File: src/rtl/adsd_fetch_pkg.sv
// Shared types and constants for the ADSD instruction-fetch front end.
//   opcode_t / OPC_*  : 4-bit major opcodes the fetch unit may predecode
//   fetch_state_e     : fetch FSM states
//   fetch_entry_t     : {pc, instr} pair carried from fetch to decode
package adsd_fetch_pkg;

  localparam int unsigned FetchAddrW = 16;

  typedef logic [3:0] opcode_t;

  localparam opcode_t OPC_JMP = 4'hE;
  localparam opcode_t OPC_BEQ = 4'h9;
  localparam opcode_t OPC_BGT = 4'hB;

  typedef enum logic [0:0] {
    StIdle,
    StRun
  } fetch_state_e;

  typedef struct packed {
    logic [FetchAddrW-1:0] pc;
    logic [15:0]           instr;
  } fetch_entry_t;

endpackage

File: src/rtl/fetch_buf.sv
// Small synchronous FIFO holding fetched {pc, instr} entries.
// Ports:
//   clk_i, rst_i      clock, synchronous active-high reset
//   flush_i           empty the FIFO; wins over push and pop
//   push_i/push_data_i  write an entry at the tail
//   pop_i             retire the head entry
//   head_data_o       head entry (valid only when valid_o)
//   valid_o           FIFO not empty
//   count_o           number of stored entries
module fetch_buf
  import adsd_fetch_pkg::*;
#(
  parameter int unsigned Depth = 2,
  parameter int unsigned Width = 32
) (
  input  logic                     clk_i,
  input  logic                     rst_i,
  input  logic                     flush_i,
  input  logic                     push_i,
  input  logic [Width-1:0]         push_data_i,
  input  logic                     pop_i,
  output logic [Width-1:0]         head_data_o,
  output logic                     valid_o,
  output logic [$clog2(Depth):0]   count_o
);

  localparam int unsigned PtrW = $clog2(Depth);
  localparam int unsigned CntW = PtrW + 1;

  logic [Width-1:0] mem_q [Depth];
  logic [PtrW-1:0]  wr_ptr_q, rd_ptr_q;
  logic [CntW-1:0]  count_q, count_d;

  always_comb begin
    count_d = count_q + CntW'(push_i) - CntW'(pop_i);
  end

  always_ff @(posedge clk_i) begin
    if (rst_i || flush_i) begin
      wr_ptr_q <= '0;
      rd_ptr_q <= '0;
      count_q  <= '0;
    end else begin
      // Depth is a power of two, so pointers wrap by natural overflow.
      if (push_i) wr_ptr_q <= wr_ptr_q + PtrW'(1);
      if (pop_i)  rd_ptr_q <= rd_ptr_q + PtrW'(1);
      count_q <= count_d;
    end
  end

  always_ff @(posedge clk_i) begin
    if (!rst_i && !flush_i && push_i) mem_q[wr_ptr_q] <= push_data_i;
  end

  assign head_data_o = mem_q[rd_ptr_q];
  assign valid_o     = (count_q != '0);
  assign count_o     = count_q;

endmodule

File: src/rtl/instr_fetch_unit.sv
// Instruction-fetch front end: drives the instruction ROM, buffers fetched
// {pc, instr} pairs and hands them to decode over valid/ready.
// Ports:
//   clk_i, rst_i              clock, synchronous active-high reset
//   fetch_en_i                fetching permitted
//   rom_addr_o, rom_oe_o      ROM word address (always pc) and output enable
//   rom_data_i                combinational ROM read data
//   inst_valid_o/inst_ready_i decode handshake; inst_o / inst_pc_o is the head
//   redirect_valid_i/_pc_i    PC change from execute (flushes the buffer)
// Optional feature: define FETCH_JMP_PREDECODE_EN to follow jmp targets at
// fetch time instead of waiting for execute's redirect.
module instr_fetch_unit
  import adsd_fetch_pkg::*;
#(
  parameter int unsigned       ADDR_W    = 16,
  parameter logic [ADDR_W-1:0] RESET_PC  = '0,
  parameter int unsigned       BUF_DEPTH = 2
) (
  input  logic              clk_i,
  input  logic              rst_i,
  input  logic              fetch_en_i,
  output logic [ADDR_W-1:0] rom_addr_o,
  output logic              rom_oe_o,
  input  logic [15:0]       rom_data_i,
  output logic              inst_valid_o,
  input  logic              inst_ready_i,
  output logic [15:0]       inst_o,
  output logic [ADDR_W-1:0] inst_pc_o,
  input  logic              redirect_valid_i,
  input  logic [ADDR_W-1:0] redirect_pc_i
);

  localparam int unsigned CntW    = $clog2(BUF_DEPTH) + 1;
  localparam logic [CntW-1:0] FullCnt = CntW'(BUF_DEPTH);

  fetch_state_e      state_q, state_d;
  logic [ADDR_W-1:0] pc_q, pc_d;
  logic [ADDR_W-1:0] hold_pc_q;
  logic [15:0]       hold_instr_q;

  logic                 buf_valid;
  logic [CntW-1:0]      buf_count;
  logic [ADDR_W+15:0]   buf_head;
  logic                 full, pop, fetch;

  always_comb begin
    full = (buf_count == FullCnt);
    // Redirect discards a simultaneous pop; reset overrides everything.
    pop   = buf_valid & inst_ready_i & ~redirect_valid_i & ~rst_i;
    fetch = (state_q == StRun) & fetch_en_i & ~redirect_valid_i & ~rst_i & (~full | pop);

    state_d = state_q;
    unique case (state_q)
      StIdle:  if (fetch_en_i)  state_d = StRun;
      StRun:   if (!fetch_en_i) state_d = StIdle;
      default: state_d = StIdle;
    endcase

    pc_d = pc_q;
    if (redirect_valid_i) begin
      pc_d = redirect_pc_i;
    end else if (fetch) begin
      pc_d = pc_q + ADDR_W'(1);
`ifdef FETCH_JMP_PREDECODE_EN
      if (opcode_t'(rom_data_i[15:12]) == OPC_JMP) pc_d = ADDR_W'(rom_data_i[11:0]);
`endif
    end
  end

  always_ff @(posedge clk_i) begin
    if (rst_i) begin
      state_q      <= StIdle;
      pc_q         <= RESET_PC;
      hold_pc_q    <= '0;
      hold_instr_q <= '0;
    end else begin
      state_q      <= state_d;
      pc_q         <= pc_d;
      // Keep whatever decode last saw so inst/inst_pc hold while empty.
      hold_pc_q    <= inst_pc_o;
      hold_instr_q <= inst_o;
    end
  end

  fetch_buf #(
    .Depth (BUF_DEPTH),
    .Width (ADDR_W + 16)
  ) u_fetch_buf (
    .clk_i       (clk_i),
    .rst_i       (rst_i),
    .flush_i     (redirect_valid_i),
    .push_i      (fetch),
    .push_data_i ({pc_q, rom_data_i}),
    .pop_i       (pop),
    .head_data_o (buf_head),
    .valid_o     (buf_valid),
    .count_o     (buf_count)
  );

  assign rom_addr_o   = pc_q;
  assign rom_oe_o     = fetch;
  assign inst_valid_o = buf_valid;
  assign inst_o       = buf_valid ? buf_head[15:0]         : hold_instr_q;
  assign inst_pc_o    = buf_valid ? buf_head[ADDR_W+15:16] : hold_pc_q;

endmodule

File: config.mk
export PLATFORM = sky130hd
export DESIGN_NAME = instr_fetch_unit
export DESIGN_NICKNAME = d
export VERILOG_FILES = /design/src/rtl/adsd_fetch_pkg.sv /design/src/rtl/fetch_buf.sv /design/src/rtl/instr_fetch_unit.sv
export SDC_FILE = /design/constraint.sdc
export NUM_CORES = 1
export LEC_CHECK = 0
export CAP_MARGIN = 20
export CORE_ASPECT_RATIO = 0.9
export CORE_UTILIZATION = 50
export CTS_CLUSTER_DIAMETER = 50
export DETAILED_ROUTE_END_ITERATION = 7
export PLACE_DENSITY = 0.77
export SLEW_MARGIN = 10
export SYNTH_ARGS = -nofsm -noshare
export SYNTH_HDL_FRONTEND = slang
export SYNTH_SLANG_ARGS = --single-unit
File: constraint.sdc
create_clock -name clk_i -period 4.35 [get_ports clk_i]
set_clock_uncertainty 0.15 [all_clocks]
set_input_delay 0.87 -clock clk_i [delete_from_list [all_inputs] [get_ports clk_i]]
set_output_delay 0.87 -clock clk_i [all_outputs]
set_load 0.05 [all_outputs]
==> run summary, run 1 <==
==========================================================================================
Run status                                                                    finished, final reports clean
Startpoint kind of the worst setup timing path                                        flop
Category of the most critical setup path                                           reg2out
Net switching share of the total power                                              0.2084
Minimum clock period after layout                                                  3890 ps
Count of cells resized by post-cts repair                                                0
Average instance area after synthesis                                            12.09 µm²
Sequential share of power                                                            0.422
Worst Hold Endpoint                                                           u_fetch_buf.mem_q[0][31]
Multiplexer area fraction after synthesis                                          0.06957
FILL cells                                                                             607
Violation count after the first detailed-route iteration                               157
Share of synthesized cell area in full adder, half adder and majority cells       0.005435
Net load switching power                                                         0.6007 mW
Fin Setup TNS                                                                         0 ps
Final number of hold-violating endpoints                                                 0
Most frequent cells in the layout                                             clkdlybuf4s50_1 (84), edfxtp_1 (64), dfxtp_1 (53), nand2_1 (41), o21ai_0 (36)
Worst reg2reg path startpoint                                                 u_fetch_buf.count_o[0]
Number of synthesized register bits                                                    118
Largest family of logic cells by synthesized area                             simple AND/OR/NAND/NOR gates
Clock sink count                                                                       118
Number of rows created at floorplan                                                     32
Total CTS buffers                                                                       17
Post-synthesis cell type with the largest combined area                           edfxtp_1
Worst-skew pair later-pin latency                                                   500 ps
Layout cell share with drive strength beyond 1                                     0.09504
Simple-gate portion of the synthesized area                                         0.1503
Cell depth of the worst setup path                                                       4
Number of buffers on the longest clock path                                              2
Vias in the first global route                                                       3,074
Xor-xnor portion of the synthesized cell area                                      0.02283
Critical path buffer and inverter count                                                  2
RSZ-0062 raised after global routing                                                    no
DPL Wire Length                                                                    5966 µm
Final Wtd Congestion                                                                0.8623
Average detailed-routed wire length per instance                                  15.75 µm
Maximum number of pins on one net before global-route repair                            55
Number of cells produced by synthesis                                                  381
Fmax                                                                             257.1 MHz
Capturing element type of the critical path                                   primary output
Height of the chip                                                                93.04 µm
Leading cell type in the layout, fill and taps excluded                       clkdlybuf4s50_1
FF/Latch Area                                                                     3004 µm²
Worst-case hold slack                                                             381.3 ps
Layout Nets                                                                            510
Clock Pin Slew Worst Setup and Hold Paths                                            60 ps
DR DRC count                                                                             0
Synth Net Count                                                                        420
Overall power consumption                                                         2.883 mW
Clk network pwr share                                                                0.522
Max H-tree Level                                                                         4
Most area-consuming cells after synthesis                                     edfxtp_1 (42%), dfxtp_1 (23%), mux2i_1 (7.0%)
Power Internal                                                                    2.282 mW
Mapped Area                                                                       4604 µm²
Logic pwr share                                                                      0.056
First-pass GRT wire length                                                       15,100 µm
Reg-to-Reg End                                                                u_fetch_buf.mem_q[1][7]
Starting density of the core                                                        0.5251
Tot GR Track Use                                                                    0.2149
Maximum net fanout on the critical path                                                 22
Type of the worst min-delay path                                                   reg2reg
Crit share post-route                                                               0.8943
Sum of routed wire length over all layers                                          9498 µm
Final setup fails                                                                        0
PwrDens                                                                       462.2 nW/µm²
Hold Startpoint                                                               rom_addr_o[15]
Static Leak                                                                       2.078 nW
Number of distinct library cells after synthesis                                        36
Max-capacitance violation count                                                          0
R2r worst-path depth                                                                     4
Area of the multi-input gates                                                     1514 µm²
Measured slew at the worst slew-check pin                                         791.7 ps
Average vias per placed instance                                                     5.128
Sum of overflow across all layers after global routing                                   0
Worst-path cell chain                                                         buf_4 > mux2i_1 > o21ai_0 > clkdlybuf4s50_1
First-pass detailed-route iteration total                                                4
Cell family with most CP delay                                                buffers and inverters
Max IR drop VDD                                                                  0.2419 mV
Placeable core region                                                             8768 µm²
Syn-to-layout area delta                                                            35.46%
Hold path depth                                                                          0
Synth warnings                                                                           0
TritonCTS clock tree                                                                  done
WP data arrival                                                                    2870 ps
Setup repair bufs after CTS                                                              0
R2r setup slk                                                                      2030 ps
Number of top-level design ports                                                        87
Complex-gate fraction of the synthesized area                                      0.07582
Top cell type's share of synthesized area                                           0.4174
IO buf count                                                                            86
Hold-fix buffer count after cts                                                          0
Final Max Tran Viols                                                                     0
CP Data Required Time                                                              3330 ps
Worst-path cell with the longest stage delay                                  clkdlybuf4s50_1
Clk Tree Root Cell                                                                clkbuf_8
X dimension of the die                                                            103.2 µm
Register area share after synthesis                                                 0.6522
Max-Slew Margin vs Limit                                                            0.4722
Antenna violations before repair                                                         0
Final ANT Viol Nets                                                                      0
Via count                                                                            3,092
Count of inserted antenna diode cells                                                    0
Biggest cell delay along the critical path                                          860 ps
Die Outline Area                                                                  9598 µm²
==========================================================================================
## cell usage after synthesis
| cell | number |
|---|---|
| inv_1 | 6 |
| and2_1 | 2 |
| a2111oi_0 | 2 |
| nor4b_1 | 2 |
| ha_1 | 2 |
| nand2_1 | 41 |
| nor3b_1 | 3 |
| edfxtp_1 | 64 |
| nand4_4 | 1 |
| or4b_1 | 1 |
| or2_2 | 1 |
| or3_1 | 1 |
| o21ai_0 | 36 |
| nand2b_1 | 1 |
| nor3_1 | 7 |
| a221oi_1 | 1 |
| xor2_1 | 3 |
| nor4_1 | 7 |
| a2111oi_1 | 1 |
| nor2b_1 | 36 |
| a21o_1 | 1 |
| xnor2_1 | 9 |
| dfxtp_1 | 54 |
| clkbuf_1 | 17 |
| o31a_1 | 3 |
| a211oi_1 | 9 |
| a311oi_1 | 3 |
| nor2_1 | 19 |
| mux2i_1 | 32 |
| nand4_1 | 2 |
| buf_2 | 4 |
| a21oi_1 | 1 |
| clkinv_1 | 1 |
| and3_1 | 1 |
| or3_4 | 1 |
| nand3_1 | 6 |
## final cells by class
type / count / share of cell area
sequential: 118 / 0.4816
multi-input combinational: 235 / 0.2427
timing repair buffer: 92 / 0.1440
clock buffer: 21 / 0.07202
clock inverter: 11 / 0.03149
tap: 119 / 0.02387
inverter: 7 / 0.004213
## power by group through the flow
| stage | Combinational (mW) | Clock (mW) | Sequential, mW |
|---|---|---|---|
| 3_5_place_dp | 0.161 | 0 | 1.24 |
| 4_1_cts | 0.162 | 1.53 | 1.22 |
| 6_report | 0.161 | 1.50 | 1.22 |
| 3_3_place_gp | 0.159 | 0 | 1.24 |
| 2_1_floorplan | 0.0527 | 0 | 1.27 |
| 5_1_grt | 0.171 | 1.57 | 1.22 |
## per-stage QoR
step / util / cells / area [µm²] / worst slack (ps)
2_1_floorplan: - / 381 / 4611 / 78.91
4_1_cts: 0.7113 / 603 / 6237 / 405.4
5_1_grt: 0.7113 / 603 / 6237 / 313.8
6_report: 0.7113 / 603 / 6237 / 459.7
3_3_place_gp: 0.6377 / 571 / 5592 / 1018
3_5_place_dp: 0.6377 / 571 / 5592 / 930.8
## kinds of logic (layout without fill, tap and decap cells)
group | Yosys count | after routing
adders and majority gates | 2 | 2
AOI/OAI and AO/OA | 57 | 57
muxes | 32 | 32
buffers and inverters | 28 | 131
and+or+nand+nor | 132 | 132
xor gates and xnor gates | 12 | 12
DFF | 118 | 118
## how the worst max path moves through the flow
| stage | start | slack [ps] | end |
|---|---|---|---|
| finish | flop | 460 | inst_o[6] |
| detailed placement | redirect_valid_i | 930 | u_fetch_buf.mem_q[1][4] |
| floorplan | rst_i | 80 | u_fetch_buf.mem_q[0][0] |
| global route | flop | 310 | inst_o[6] |
| CTS | flop | 410 | inst_o[6] |
| global placement | redirect_valid_i | 1020 | rom_oe_o |
## flip-flops by register name, summed over array words and instances, names as in the netlist, named ones only
name,cells
u_fetch_buf.count_o,2
u_fetch_buf.mem_q,64
state_q,1
rom_addr_o,16
u_fetch_buf.rd_ptr_q,1
hold_pc_q,16
u_fetch_buf.wr_ptr_q,1
hold_instr_q,16
## layer usage
layer	GRT usage	vias up	part of all wire	routed length (µm)
met5	0	-	0	0
met4	0.08216	0	0.0092	87
met3	0.05979	9	0.066	631
met2	0.3389	105	0.49	4610
met1	0.2816	1434	0.44	4169
li1	-	1544	-	-
(Power assumes the default switching activity.)
==> run 2, diff against run 1 <==
clock period = 3.9 ns   (was 4.35 ns; I/O delays follow)
==> run summary, run 2 (synthesis results as in run 1) <==
===========================================================================
First-pass GRT wire length                                        15,070 µm   -0.23%
Most frequent cells in the layout                              clkdlybuf4s50_1 (84), edfxtp_1 (64), dfxtp_1 (53), nand2_1 (41), o21ai_0 (36)
Count of inserted antenna diode cells                                     0   unchanged
Via count                                                             3,174   +2.7%
Total CTS buffers                                                        17   unchanged
Sum of routed wire length over all layers                           9416 µm   -0.86%
Layout Nets                                                             512   +0.39%
Layout cell share with drive strength beyond 1                      0.09278   -0.002258
Sequential share of power                                             0.451   +0.029
Height of the chip                                                 93.04 µm   unchanged
Final cell area excluding filler cells                             6198 µm²   -0.62%
Setup slack of the critical path after layout                      299.1 ps   -160.6 ps
Minimum clock period after layout                                   3601 ps
Maximum net fanout on the critical path                                  40   +82%
Placed Instance Area                                               5632 µm²   +0.72%
Fmax                                                              277.7 MHz
DPL Wire Length                                                     6030 µm   +1.1%
Final core utilization                                               0.7069   -0.004424
Worst-path cell chain                                          nor2_4 > buf_12 > nand2_1 > o21ai_0 > clkdlybuf4s50_1
R2r worst-path depth                                                      4   unchanged
Hold Startpoint                                                rom_addr_o[15]
Static Leak                                                        2.072 nW   -0.28%
Layout Cells excl Fill                                                  604   +0.17%
TritonCTS clock tree                                                   done
Category of the most critical setup path                            reg2out
Worst-skew pair later-pin latency                                    510 ps   about the same
Overall power consumption                                          3.015 mW   +4.6%
Clk network pwr share                                                 0.489   -0.033
Tot GR Track Use                                                     0.2158   +0.0008840
Hold path depth                                                           0   unchanged
Leading cell type in the layout, fill and taps excluded        clkdlybuf4s50_1
IO buf count                                                             86   unchanged
WP data arrival                                                     2670 ps   -200 ps
RSZ-0062 raised after global routing                                     no
Setup repair bufs after CTS                                               0   unchanged
Vias in the first global route                                        3,060   -0.46%
PwrDens                                                        486.4 nW/µm²   +5.2%
Measured slew at the worst slew-check pin                          605.7 ps   -186.0 ps
Power Internal                                                     2.380 mW   +4.3%
Syn-to-layout area delta                                             34.62%
Maximum number of pins on one net before global-route repair             55   unchanged
Post-placement cell count                                               573   +0.35%
Run status                                                     finished, final reports clean
Type of the worst min-delay path                                    reg2reg
Startpoint kind of the worst setup timing path                         flop
Clock Pin Slew Worst Setup and Hold Paths                             50 ps   about the same
X dimension of the die                                             103.2 µm   unchanged
Fin Setup TNS                                                          0 ps   unchanged
Capturing element type of the critical path                    primary output
Worst-path cell with the longest stage delay                   clkdlybuf4s50_1
Average detailed-routed wire length per instance                   15.59 µm   -1.0%
Cell family with most CP delay                                 buffers and inverters
Violation count after the first detailed-route iteration                137   -13%
Reg-to-Reg End                                                 rom_addr_o[14]
Final setup fails                                                         0   unchanged
Number of buffers on the longest clock path                               2   unchanged
Placement Setup Slack                                              796.3 ps   -134.5 ps
Max-capacitance violation count                                           0   unchanged
Final number of hold-violating endpoints                                  0   unchanged
Count of cells resized by post-cts repair                                 0   unchanged
Net switching share of the total power                               0.2106   +0.002220
Clk Tree Root Cell                                                 clkbuf_8
Crit share post-route                                                0.9233
Worst Hold Endpoint                                            u_fetch_buf.mem_q[0][31]
Max H-tree Level                                                          4   unchanged
Critical path buffer and inverter count                                   2   unchanged
Max IR drop VDD                                                   0.2828 mV   +17%
Number of rows created at floorplan                                      32   unchanged
Worst-case hold slack                                              361.5 ps   -19.87 ps
Max-Slew Margin vs Limit                                             0.5962   +0.1240
CP Data Required Time                                               2970 ps   -360 ps
Largest register by flop count                                 u_fetch_buf.mem_q
Final Wtd Congestion                                                 0.8068   -6.4%
Biggest cell delay along the critical path                           860 ps   about the same
Hold-fix buffer count after cts                                           0   unchanged
Net load switching power                                          0.6350 mW   +5.7%
Clock sink count                                                        118   unchanged
First-pass detailed-route iteration total                                 4   unchanged
Number of top-level design ports                                         87   unchanged
Worst reg2reg path startpoint                                  rom_addr_o[5]
Sum of overflow across all layers after global routing                    0   unchanged
Average vias per placed instance                                      5.255   +2.5%
Antenna violations before repair                                          0   unchanged
Largest register FFs                                                     64   unchanged
DR DRC count                                                              0   unchanged
Placeable core region                                              8768 µm²   unchanged
Logic pwr share                                                       0.060   +0.004
Final Max Tran Viols                                                      0   unchanged
Final ANT Viol Nets                                                       0   unchanged
Starting density of the core                                         0.5251   unchanged
Die Outline Area                                                   9598 µm²   unchanged
R2r setup slk                                                       1690 ps   -340 ps
===========================================================================
[run 2: cell count changes in the layout (fill, tap and decap cells not counted), moves of 2 or more]
cell	before	now
clkinv_1	1	4
bufinv_16	5	3
clkinvlp_4	2	0
clkinv_2	1	5
buf_12	0	2
[run 2: worst max-delay path by stage]
stage	startpoint	slack [ps]	to	depth (start not counted)
after CTS	u_fetch_buf.count_o[0]	250	inst_pc_o[15]	5
after detailed placement	u_fetch_buf.count_o[0]	800	inst_pc_o[15]	5
final	u_fetch_buf.count_o[0]	300	inst_pc_o[15]	5
after global placement	u_fetch_buf.count_o[0]	840	inst_pc_o[15]	5
after floorplan	rst_i	240	u_fetch_buf.mem_q[0][0]	3
after global routing	u_fetch_buf.count_o[0]	70	inst_pc_o[7]	5
[run 2: final cells by class]
| class | instances | area, µm² |
|---|---|---|
| clock buffers | 19 | 431.7 |
| well taps | 119 | 148.9 |
| inverters | 7 | 26.28 |
| repair buffers | 94 | 938.4 |
| multi-input cells | 235 | 1514 |
| fillers | 599 | 2570 |
| clock inverters | 12 | 135.1 |
| flip-flops and latches | 118 | 3004 |
[run 2: layer usage]
layer | wire [µm] | GRT usage
met4 | 137 | 0.08568
met2 | 4528 | 0.3344
met3 | 646 | 0.07324
met5 | 0 | 0
met1 | 4103 | 0.2783
[run 2: worst reg2reg max path: stages, from the launching register on]
cell,delay (ps)
dfxtp_1,500
nand4_1,290
or4b_1,610
o31a_1,320
o31a_1,230
[run 2: power by group through the flow]
stage / Combinational (mW) / Sequential, mW / Clock, mW
finish: 0.182 / 1.36 / 1.47
global route: 0.193 / 1.36 / 1.56
CTS: 0.183 / 1.36 / 1.50
detailed placement: 0.181 / 1.38 / 0
global placement: 0.179 / 1.38 / 0
floorplan: 0.0588 / 1.41 / 0
==> run 3, diff against run 2 <==
CTS_CLUSTER_DIAMETER = not set   (was 50)
PLACE_DENSITY = 0.76   (was 0.77)
SYNTH_HIERARCHICAL = 1   (was not set)
==> run summary, run 3 <==
==========================================================================================
Final Wtd Congestion                                                                0.7727   -4.2%
Die Outline Area                                                                10,370 µm²   +8.1%
DPL Wire Length                                                                    5998 µm   -0.54%
Share of synthesized cell area in full adder, half adder and majority cells       0.007532   +0.002097
R2r worst-path depth                                                                     5   +1
Count leader, synth                                                               edfxtp_1
Layout cell share with drive strength beyond 1                                      0.2375   +0.1447
Hold-fix buffer count after cts                                                          0   unchanged
Number of top-level design ports                                                        87   unchanged
Number of synthesized flops with an enable pin                                          64   unchanged
FF/Latch Area                                                                     3004 µm²   unchanged
Final ANT Viol Nets                                                                      0   unchanged
Capturing element type of the critical path                                   primary output
Worst-skew pair later-pin latency                                                   510 ps   about the same
Top cell type's share of synthesized area                                           0.3856   -0.03175
Xor-xnor portion of the synthesized cell area                                     0.008034   -0.01479
Type of the worst min-delay path                                                   reg2reg
Final cell area excluding filler cells                                            6528 µm²   +5.3%
Fin Setup TNS                                                                         0 ps   unchanged
Setup slack of the critical path after layout                                     233.1 ps   -66.07 ps
Violation count after the first detailed-route iteration                               146   +6.6%
Final setup fails                                                                        0   unchanged
Most area-consuming cells after synthesis                                     edfxtp_1 (39%), dfxtp_1 (22%), mux2_4 (9.0%)
Max-Slew Margin vs Limit                                                            0.4005   -0.1957
Placeable core region                                                             9657 µm²   +10%
Register area share after synthesis                                                 0.6026   -0.04961
Final core utilization                                                              0.6760   -0.03095
R2r setup slk                                                                      1100 ps   -590 ps
Number of synthesized register bits                                                    118   unchanged
Worst Hold Endpoint                                                           u_fetch_buf/rd_ptr_q
X dimension of the die                                                            107.2 µm   +4.0%
Worst reg2reg path startpoint                                                 u_fetch_buf/count_o[1]
Most frequent cells in the layout                                             clkdlybuf4s50_1 (84), edfxtp_1 (64), dfxtp_1 (53), mux2_2 (36), nor2b_1 (34)
IO buf count                                                                            86   unchanged
TritonCTS clock tree                                                                  done
Layout Nets                                                                            486   -5.1%
Reg-to-Reg End                                                                u_fetch_buf/mem_q[1][15]
Total CTS buffers                                                                       17   unchanged
Final Max Tran Viols                                                                     0   unchanged
Placed Instance Area                                                              5934 µm²   +5.4%
Number of rows created at floorplan                                                     34   +6.3%
Max H-tree Level                                                                         4   unchanged
First-pass detailed-route iteration total                                                4   unchanged
Startpoint kind of the worst setup timing path                                        flop
Crit share post-route                                                               0.9402   +0.01694
Post-synthesis cell type with the largest combined area                           edfxtp_1
Largest register by flop count                                                u_fetch_buf/mem_q
First-pass GRT wire length                                                       16,170 µm   +7.3%
CP Data Required Time                                                              2970 ps   about the same
Post-placement cell count                                                              553   -3.5%
PwrDens                                                                       470.3 nW/µm²   -3.3%
Max IR drop VDD                                                                  0.2855 mV   +0.97%
Maximum number of pins on one net before global-route repair                            64   +16%
Height of the chip                                                                96.71 µm   +3.9%
RSZ-0062 raised after global routing                                                    no
Count of inserted antenna diode cells                                                    0   unchanged
Maximum net fanout on the critical path                                                 34   -15%
Antenna violations before repair                                                         0   unchanged
Final number of hold-violating endpoints                                                 0   unchanged
Sum of routed wire length over all layers                                        10,020 µm   +6.4%
Count of cells resized by post-cts repair                                                0   unchanged
Number of distinct library cells after synthesis                                        46   +28%
Number of buffers on the longest clock path                                              2   unchanged
Syn-to-layout area delta                                                            30.98%
Number of cells produced by synthesis                                                  354   -7.1%
Fmax                                                                             272.7 MHz   -1.8%
Average detailed-routed wire length per instance                                  17.12 µm   +9.8%
Clk Tree Root Cell                                                                clkbuf_8
Top_reg_cell synth                                                                edfxtp_1
Hold path depth                                                                          2   +2
Sum of overflow across all layers after global routing                                   0   unchanged
Via count                                                                            3,176   +0.063%
Measured slew at the worst slew-check pin                                         899.3 ps   +293.5 ps
Clock Pin Slew Worst Setup and Hold Paths                                            50 ps   about the same
Average instance area after synthesis                                            14.08 µm²   +16%
Average vias per placed instance                                                     5.429   +3.3%
Category of the most critical setup path                                           reg2out
Max-capacitance violation count                                                          0   unchanged
Layout Cells excl Fill                                                                 585   -3.1%
Starting density of the core                                                        0.5161   -0.009048
Placement Setup Slack                                                             729.3 ps   -67.02 ps
Complex-gate fraction of the synthesized area                                      0.04745   -0.02836
Largest register FFs                                                                    64   unchanged
Minimum clock period after layout                                                  3667 ps   +66.07 ps
Run status                                                                    finished, final reports clean
Simple-gate portion of the synthesized area                                         0.1235   -0.02675
Multiplexer area fraction after synthesis                                           0.1778   +0.1082
Setup repair bufs after CTS                                                              0   unchanged
Clock sink count                                                                       118   unchanged
Largest family of logic cells by synthesized area                             multiplexers
Tot GR Track Use                                                                    0.2063   -0.009490
Hold Startpoint                                                               u_fetch_buf/rd_ptr_q
FILL cells                                                                             667   +11%
Async SR Flop Fraction                                                                   0   unchanged
Most common library cells after synthesis                                     edfxtp_1 (64), dfxtp_1 (54), mux2_2 (36)
WP data arrival                                                                    2740 ps   +70 ps
Synth warnings                                                                           6   +6
Area of the multi-input gates                                                     1832 µm²   +21%
Synth Net Count                                                                        394   -6.2%
Leading cell type in the layout, fill and taps excluded                       clkdlybuf4s50_1
Mapped Area                                                                       4984 µm²   +8.2%
Vias in the first global route                                                       3,223   +5.3%
DR DRC count                                                                             0   unchanged
Static Leak                                                                       2.375 nW   +15%
==========================================================================================
run 3: changes by cell type in the layout (fill, tap and decap cells not counted), sizes merged, moves of 7 or more:
cell,before,now
mux2i,32,3
nor2,19,4
mux2,0,66
xnor2,9,2
o21ai,36,0
nand2,41,13
or4,0,8
a211oi,9,0
a31oi,0,12
run 3: power by group:
| part | internal, mW | leakage, nW | switching (mW) |
|---|---|---|---|
| Clock | 1.04 | 0.297 | 0.504 |
| Sequential | 1.32 | 1.02 | 0.0240 |
| Combinational | 0.0784 | 1.06 | 0.0980 |
| Total | 2.44 | 2.38 | 0.626 |
run 3: worst max path at each step:
stage                                       from                       to  slack, ps  depth (start not counted)
after floorplan                            rst_i  u_fetch_buf/mem_q[0][0]        480                          5
after global placement    u_fetch_buf/count_o[1]               inst_o[14]        780                          3
after detailed placement  u_fetch_buf/count_o[1]               inst_o[14]        730                          3
after CTS                 u_fetch_buf/count_o[1]            inst_pc_o[14]        190                          3
after global routing      u_fetch_buf/count_o[1]                inst_o[9]        110                          3
final                     u_fetch_buf/count_o[1]               inst_o[14]        230                          3
run 3: cells by family (layout without fill, tap and decap cells):
group / count (synthesis) / in the layout
AO/OA/AOI/OAI: 33 / 33
XOR/XNOR: 3 / 3
adder cells (fa/ha/maj): 3 / 3
buffers and inverters: 26 / 131
flip-flops: 118 / 118
multiplexers: 69 / 69
AND/OR/NAND/NOR: 102 / 102
run 3: critical path, stage by stage, from the launching register on:
cell and delay (ps):
dfxtp_1 350, or2_2 710, mux2_2 440, clkdlybuf4s50_1 700
run 3: routing by layer:
metal	GRT usage	up-vias	share of wire
li1	-	1517	-
met1	0.2745	1543	0.46
met2	0.3216	107	0.47
met3	0.05795	9	0.058
met4	0.07587	0	0.013
met5	0	-	0
run 3: per-stage QoR:
stage | hold slack, ps | total power, mW
global placement | 380.5 | 1.545
global route | 429.8 | 3.162
CTS | 408.9 | 3.088
detailed placement | 391.8 | 1.548
floorplan | 368.4 | 1.462
finish | 407.0 | 3.070
run 3: area by class of cell:
| class | count | area share |
|---|---|---|
| sequential | 118 | 0.4602 |
| clock buffer | 20 | 0.06671 |
| tap | 126 | 0.02415 |
| multi-input combinational | 210 | 0.2806 |
| timing repair buffer | 93 | 0.1407 |
| clock inverter | 12 | 0.02415 |
| inverter | 6 | 0.003450 |
